--- src/rtl/intr_pkg.sv ---
// intr_pkg: register map and FSM states shared by the interrupt controller and the CPU decoder.
package intr_pkg;
    localparam logic [3:0] INTR_ACK  = 4'd0;
    localparam logic [3:0] INTR_EN   = 4'd1;
    localparam logic [3:0] INTR_VEC  = 4'd2;
    localparam logic [3:0] INTR_MASK = 4'd3;
    localparam logic [3:0] INTR_MODE = 4'd4;
    localparam logic [3:0] INTR_SET  = 4'd5;
    typedef enum logic [1:0] {IDLE, REQ, SERVICE} intr_state_e;
endpackage

--- src/rtl/intr_src_sync.sv ---
// intr_src_sync: 2-flop synchroniser for one interrupt line plus a rising-edge detector.
module intr_src_sync (
    input  logic clk,
    input  logic reset,
    input  logic d_i,
    output logic level_o,
    output logic rise_o
);
    logic s1_q, s2_q, s3_q;
    always_ff @(posedge clk) begin
        if (reset) {s3_q, s2_q, s1_q} <= 3'b000;
        else       {s3_q, s2_q, s1_q} <= {s2_q, s1_q, d_i};
    end
    assign level_o = s2_q;
    assign rise_o  = s2_q & ~s3_q;
endmodule

--- src/rtl/intr_ctrl.sv ---
// intr_ctrl: N prioritised, maskable interrupt sources with a request/take/service
// handshake towards the CPU and a per-source vector.
module intr_ctrl
    import intr_pkg::*;
#(
    parameter int N_SRC      = 4,
    parameter int XLEN       = 32,
    parameter int VEC_STRIDE = 1,
    localparam int IDW       = (N_SRC > 1) ? $clog2(N_SRC) : 1
) (
    input  logic             clk,
    input  logic             reset,
    input  logic [N_SRC-1:0] src,
    input  logic             wr_en,
    input  logic [3:0]       wr_addr,
    input  logic [XLEN-1:0]  wr_data,
    input  logic             irq_take,
    output logic             irq,
    output logic [IDW-1:0]   irq_id,
    output logic [XLEN-1:0]  irq_vec,
    output logic             intr_en,
    output logic [N_SRC-1:0] pending
);
    logic [N_SRC-1:0] sync, rise, mask_q, mode_q, pending_q, pending_d, cand, clr, set_v;
    logic [XLEN-1:0]  vec_base_q;
    logic [IDW-1:0]   id_q, win;
    logic             en_q, irq_q;
    intr_state_e      state_q;
    logic wr_ack, wr_enr, wr_vec, wr_mask, wr_mode, wr_set;

    for (genvar g = 0; g < N_SRC; g++) begin : g_src
        intr_src_sync u_sync (
            .clk     (clk),
            .reset   (reset),
            .d_i     (src[g]),
            .level_o (sync[g]),
            .rise_o  (rise[g])
        );
    end

    assign wr_ack  = wr_en && wr_addr == INTR_ACK;
    assign wr_enr  = wr_en && wr_addr == INTR_EN;
    assign wr_vec  = wr_en && wr_addr == INTR_VEC;
    assign wr_mask = wr_en && wr_addr == INTR_MASK;
    assign wr_mode = wr_en && wr_addr == INTR_MODE;
    assign wr_set  = wr_en && wr_addr == INTR_SET;

    assign cand  = pending_q & mask_q;
    assign clr   = (state_q == SERVICE && wr_ack) ? (N_SRC'(1) << id_q) : '0;
    assign set_v = (mode_q & rise) | (~mode_q & sync) | (wr_set ? wr_data[N_SRC-1:0] : '0);
    // set after clear so an edge landing on the ack cycle is kept
    assign pending_d = (pending_q & ~clr) | set_v;

    always_comb begin
        win = '0;
        for (int i = N_SRC - 1; i >= 0; i--) if (cand[i]) win = IDW'(i);
    end

    always_ff @(posedge clk) begin
        if (reset) begin
            state_q    <= IDLE;
            irq_q      <= 1'b0;
            id_q       <= '0;
            en_q       <= 1'b0;
            vec_base_q <= '0;
            mask_q     <= '0;
            mode_q     <= '0;
            pending_q  <= '0;
        end else begin
            pending_q <= pending_d;
            if (wr_vec)  vec_base_q <= wr_data;
            if (wr_mask) mask_q     <= wr_data[N_SRC-1:0];
            if (wr_mode) mode_q     <= wr_data[N_SRC-1:0];
            if (state_q == REQ && irq_take) en_q <= 1'b0;
            else if (wr_enr)                en_q <= wr_data[0];
            case (state_q)
                IDLE: if (en_q && |cand) begin
                    id_q    <= win;
                    irq_q   <= 1'b1;
                    state_q <= REQ;
                end
                REQ: if (irq_take) begin
                    irq_q   <= 1'b0;
                    state_q <= SERVICE;
                end else if (wr_enr && !wr_data[0]) begin
                    irq_q   <= 1'b0;
                    state_q <= IDLE;
                end
                SERVICE: if (wr_ack) state_q <= IDLE;
                default: state_q <= IDLE;
            endcase
        end
    end

    assign irq     = irq_q;
    assign irq_id  = id_q;
    assign irq_vec = vec_base_q + XLEN'(id_q) * XLEN'(VEC_STRIDE);
    assign intr_en = en_q;
    assign pending = pending_q;
endmodule
--- config.mk ---
export PLATFORM = sky130hd
export DESIGN_NAME = intr_ctrl
export DESIGN_NICKNAME = d
export VERILOG_FILES = /design/src/rtl/intr_pkg.sv /design/src/rtl/intr_src_sync.sv /design/src/rtl/intr_ctrl.sv
export SDC_FILE = /design/constraint.sdc
export NUM_CORES = 1
export LEC_CHECK = 0
export BUFFER_PORTS_ARGS = -buffer_cell sky130_fd_sc_hd__buf_2
export CELL_PAD_IN_SITES_DETAIL_PLACEMENT = 0
export CELL_PAD_IN_SITES_GLOBAL_PLACEMENT = 1
export CORE_MARGIN = 3
export CORE_UTILIZATION = 35
export CTS_BUF_LIST = sky130_fd_sc_hd__clkbuf_4 sky130_fd_sc_hd__clkbuf_8
export DETAILED_ROUTE_END_ITERATION = 8
export HOLD_SLACK_MARGIN = 0.06
export PLACE_DENSITY_LB_ADDON = 0.1
export REMOVE_ABC_BUFFERS = 1
export SYNTH_ARGS = -nofsm -noshare
export SYNTH_HDL_FRONTEND = slang
export SYNTH_HIERARCHICAL = 1
export SYNTH_SLANG_ARGS = --single-unit
export TNS_END_PERCENT = 50
--- constraint.sdc ---
create_clock -name clk -period 2.4 [get_ports clk]
set_input_delay 0.36 -clock clk [delete_from_list [all_inputs] [get_ports clk]]
set_output_delay 0.36 -clock clk [all_outputs]
set_load 0.05 [all_outputs]
Word level (Yosys, flattened, before mapping)
Index checks and enable logic that the tools add are counted.
{"block": "word_totals", "register_bits": 62, "latch_bits": 0, "mem_bits_rw": 0, "mem_bits_ro": 0, "output_inout_bits": 40, "memories": 0}
{"block": "classes", "addsub": 1, "n_mul": 0, "div": 0, "order_cmp": 0, "n_eq_ne": 10, "n_shift": 1, "mux": 15, "bitwise_logic": 17, "reduce_logical": 19}
{"cell": "32-bit by 2-bit adder with 32-bit output", "n": 1}
{"cell": "4-bit bitwise AND", "n": 4}
{"cell": "2-bit two-way mux", "n": 8}
{"cell": "4-bit bitwise OR", "n": 3}
{"cell": "1-bit logical AND", "n": 10}
{"cell": "4-bit by 2-bit equality test with 1-bit output (second input constant)", "n": 2}
{"cell": "4-bit by 3-bit equality test with 1-bit output (second input constant)", "n": 2}
{"cell": "4-bit two-way mux", "n": 2}
{"cell": "4-bit NOT", "n": 2}
{"cell": "2-bit one-hot mux with 3 select lines", "n": 1}
{"cell": "3-bit AND reduction", "n": 2}
{"cell": "1-bit bitwise AND", "n": 4}
{"cell": "4-bit by 1-bit equality test with 1-bit output (second input constant)", "n": 1}
{"cell": "4-bit zero test", "n": 1}
{"cell": "2-bit inequality test (second input constant)", "n": 2}
{"cell": "1-bit NOT", "n": 4}
{"cell": "4-bit OR reduction", "n": 1}
{"cell": "1-bit by 2-bit << shifter with 4-bit output (first input constant)", "n": 1}
{"cell": "1-bit two-way mux", "n": 3}
{"cell": "3-bit by 2-bit inequality test with 1-bit output (second input constant)", "n": 1}
{"cell": "2-bit by 1-bit equality test with 1-bit output (second input constant)", "n": 1}
{"cell": "2-bit equality test (second input constant)", "n": 1}
{"cell": "2-bit zero test", "n": 1}
{"cell": "1-bit one-hot mux with 2 select lines", "n": 1}
{"cell": "other kinds (4)", "n": 4}

Logic depth before layout (Yosys ltp)
{"block": "depth", "depth_word": 7, "ltp_mapped": 7, "depth_no_buf": 7}

Modules after synthesis
Netlist, hierarchy kept.
{"module": "intr_ctrl", "instances": 1, "cells_each": 333, "area_each_um2": 2612.5}
{"module": "intr_src_sync", "instances": 4, "cells_each": 7, "area_each_um2": 87.6}

Least setup slack after synthesis
OpenSTA, ideal clock, no wires.
{"block": "synth_path", "kind": "reg2out", "start": "register id_q[0], in the netlist irq_id[0]", "end": "output port irq_vec[24]", "arrival_ns": 3.087, "required_time_ns": 2.040, "path_slack_ns": -1.047, "path_stages_with_launch": 8, "n_path_buf": 0, "path_cell_list": "dfxtp_1 -> ha_1 -> inv_1 -> fa_1 -> nand4b_1 -> nor4_1 -> nand4_1 -> xnor2_1"}
{"block": "synth_between", "elab_chain_len": 1}
{"item": "start: declaration", "line": "intr_ctrl.sv:26", "text": "logic [IDW-1:0] id_q, win;"}
{"item": "start signal: assignment", "line": "intr_ctrl.sv:78", "text": "id_q <= win;"}
{"item": "32-bit by 2-bit adder with 32-bit output", "line": "intr_ctrl.sv:97", "text": "assign irq_vec = vec_base_q + XLEN'(id_q) * XLEN'(VEC_STRIDE);"}
{"item": "end: declaration", "line": "intr_ctrl.sv:20", "text": "output logic [XLEN-1:0] irq_vec,"}
No other way between the ends.

Worst setup path in the final report
{"block": "layout_path", "start": "register vec_base_q[0]", "end": "output port irq_vec[28]"}
{"block": "layout_between", "elab_chain_len": 1}
{"item": "start: declaration", "line": "intr_ctrl.sv:25", "text": "logic [XLEN-1:0] vec_base_q;"}
{"item": "start signal: assignment", "line": "intr_ctrl.sv:71", "text": "if (wr_vec) vec_base_q <= wr_data;"}
{"item": "32-bit by 2-bit adder with 32-bit output", "line": "intr_ctrl.sv:97"}
No other way between the ends.

==> impl_metrics.csv <==
group,metric,value,unit
timing,slew_viol_final,0,
timing,setup_viol,25,
worst_setup_path,crit_buf_inv,4,
worst_setup_path,critical_path_depth,10,
route,viasPerCell,4.904,
timing,whs,0.2355,ns
final_layout,diodes,0,
route,antenna_left,0,
worst_setup_path,crit_chain,"ha_4, inv_2, fa_2, and4b_2, buf_6, nand2_8, buf_6, nor4_4, xor2_1, buf_4",
global_route,track_usage,0.1699,
final_layout,seqCellArea,1246,um2
clocking,clock-sinks,62,
pwr,leakage,1.894,nW
worst_setup_path,crit_type,"flop to output port",
yosys,ys_warn_count,6,
yosys,synthSimpleGateAreaFrac,0.3032,
route,first_pass_iters,4,
final_layout,fill_cells,799,
floorplan,start_util,0.3719,
final_layout,nets,521,
yosys,synthMuxAreaShare,0.02703,
final_layout,layout_commonest_cell,"nand2_1",
timing,worst_pin_slew,0.6666,ns
hold_path,min_path_type,"primary input to flop",
yosys,synth_enable_flop_cells,0,
clocking,clkTransAtPathRegs,0.07,ns
route,drtIter0Drc,123,
flow_run,drv_cap,0,
timing,skew,0.009714,ns
route,vias,2849,
clocking,worstSkewPairLatency,0.33,ns
yosys,synth_seq_cells,62,
pwr,power.density,514.1,nW/um2
yosys,synth_compound_area_frac,0.1111,
yosys,synth.avg_cell_area,8.207,um2
floorplan,die_w,98.01,um
timing,rsz0062_at_grt,"yes",
final_layout,multi_input_area,1846,um2
worst_setup_path,startpoint_type,"flop",
worst_setup_path,cpMostUsedCell,"buf_6",
outcome,violations,"setup timing",
clocking,tritoncts,"yes",
yosys,synth_cells,361,
hold_path,whs_path_depth,2,
timing,worst_slack,-0.3339,ns
floorplan,core_area,7968,um2
worst_setup_path,endpoint_kind,"output port",
floorplan,die_h,98.01,um
placed_design,hpwl,5496,um
timing,clock.fmax,365.8,MHz
route,drt-total-wl,8154,um
global_route,grt_pass1_wl,13310,um
global_route,antenna_found_initial,0,
yosys,synth-xor-area-share,0.08868,
floorplan,die_area,9605,um2
timing,min_period_over_period,1.139,
worst_setup_path,slowest_stage,"dfxtp_2",
global_route,grt.overflow.total,0,
pwr,ir_worst_vdd,278.1,uV
route,drc_errors,0,
route,wire_per_inst,14.03,um
final_layout,final_layout_size_suffix_gt1_frac,0.3612,
placed_design,place_ws,-0.1036,ns
placed_design,numPortBuffers,83,
yosys,netlist_area,2963,um2
yosys,synthAdderAreaFrac,0.01520,
final_layout,final_cell_mix,"nand2_1, dfxtp_1, buf_2",
yosys,seq_area_frac_synth,0.4189,
yosys,synth_cell_types,40,
worst_setup_path,r2r_cells,4,
worst_setup_path,cpLargestDelayFamily,"simple AND/OR/NAND/NOR gates",
floorplan,io_pins,84,
clocking,cts_made_buffers,9,
worst_setup_path,cp.arrival,2.37,ns
timing,slew_headroom,0.5556,
timing,min_period,2.734,ns
final_layout,synthToLayoutAreaGrowth,43.03,%
floorplan,rows,32,
worst_setup_path,cp.required,2.04,ns
clocking,cts.root.buffer_cell,"clkbuf_8",
timing,hold_violations,0,
clocking,clock_path_buffers,2,
global_route,grt_max_degree,63,
placed_design,gp_congestion,0.7658,
worst_setup_path,path_max_fanout,5,
worst_setup_path,critPathMaxStageDelay,0.35,ns
yosys,synth_top_family_by_area,"simple AND/OR/NAND/NOR gates",
clocking,h-tree-depth,3,
yosys,synthFlopType,"dfxtp_1",
yosys,ys_async_sr_fraction,0,
global_route,grt_pass1_vias,2793,
outcome,status,"finished, violations left",
-- sequential cells by signal (all words and copies together), names as in the netlist --
| register | count |
|---|---|
| vec_base_q | 32 |
| g_src.u_sync/s3_q | 4 |
| irq_id | 2 |
| mode_q | 4 |
| pending | 4 |
| intr_en | 1 |
| g_src.u_sync/level_o | 4 |
| irq | 1 |
| g_src.u_sync/s1_q | 4 |
| mask_q | 4 |
| state_q | 2 |
-- power breakdown --
| group | switching [mW] | leakage [nW] | internal [mW] |
|---|---|---|---|
| logic | 0.105 | 1.29 | 0.0647 |
| clock network | 0.410 | 0.0976 | 0.534 |
| registers | 0.0147 | 0.505 | 1.05 |
| total | 0.531 | 1.89 | 1.65 |
-- cells in the mapped netlist (all sizes together), types with 2 or more instances --
master	n	share of area
a211oi	2	0.0051
a21oi	40	0.068
a221oi	4	0.012
a22o	2	0.0059
and3	4	0.0084
and4	3	0.0089
buf	7	0.014
clkbuf	9	0.011
dfxtp	62	0.42
ha	2	0.0084
inv	8	0.010
mux2i	8	0.027
nand2	83	0.11
nand2b	2	0.0042
nand3	10	0.017
nand4	10	0.021
nand4b	2	0.0059
nor2	17	0.022
nor2b	24	0.054
nor3	10	0.022
nor3b	2	0.0051
nor4	7	0.020
o21ai	4	0.0068
xnor2	11	0.033
xor2	19	0.056
-- worst paths after layout --
path	start	endpoint	slack, ns
min reg2reg	g_src[2].u_sync/s1_q	g_src[2].u_sync/level_o	0.44
min	src[0]	g_src[0].u_sync/s1_q	0.24
max reg2reg	intr_en	irq_id[0]	1.07
max	vec_base_q[0]	irq_vec[28]	-0.33
-- cells by family after synthesis --
logic type | Yosys count
AO/OA/AOI/OAI | 57
adder cells (fa/ha/maj) | 3
AND/OR/NAND/NOR | 177
XOR/XNOR | 30
flip-flops | 62
multiplexers | 8
buffers and inverters | 24
-- cell type report --
class	instances	area share
repair buffers	117	0.1839
clock inverters	5	0.01358
inverters	8	0.007086
multi-input cells	276	0.4355
flip-flops and latches	62	0.2941
clock buffers	11	0.03572
well taps	102	0.03012
-- metrics by stage --
step                cells  instance area (um2)  power (mW)  TNS [ns]    util
global route          581                 4238       2.256    -8.678  0.5319
floorplan             345                 2887       1.167    -16.90       -
global placement      556                 3625       1.251   -0.8615  0.4549
CTS                   579                 4135       2.210    -6.621  0.5190
detailed placement    556                 3625       1.253   -0.9993  0.4549
finish                581                 4238       2.179    -5.947  0.5319
-- per-layer routing --
metal | up-vias | wire length, um | track usage
met5 | - | 0 | 0
met3 | 4 | 431 | 0.03714
li1 | 1460 | - | -
met2 | 69 | 3540 | 0.2482
met4 | 0 | 57 | 0.06070
met1 | 1316 | 4125 | 0.2455
-- timing repair --
item / in CTS / in global routing
resized for setup: 63 / 19
hold buffers: 0 / 0
pin swaps: 26 / 13
setup endpoints to repair: 26 / 27
buffers inserted: 6 / 2
cloned: 1 / 0
(Power assumes the default switching activity.)
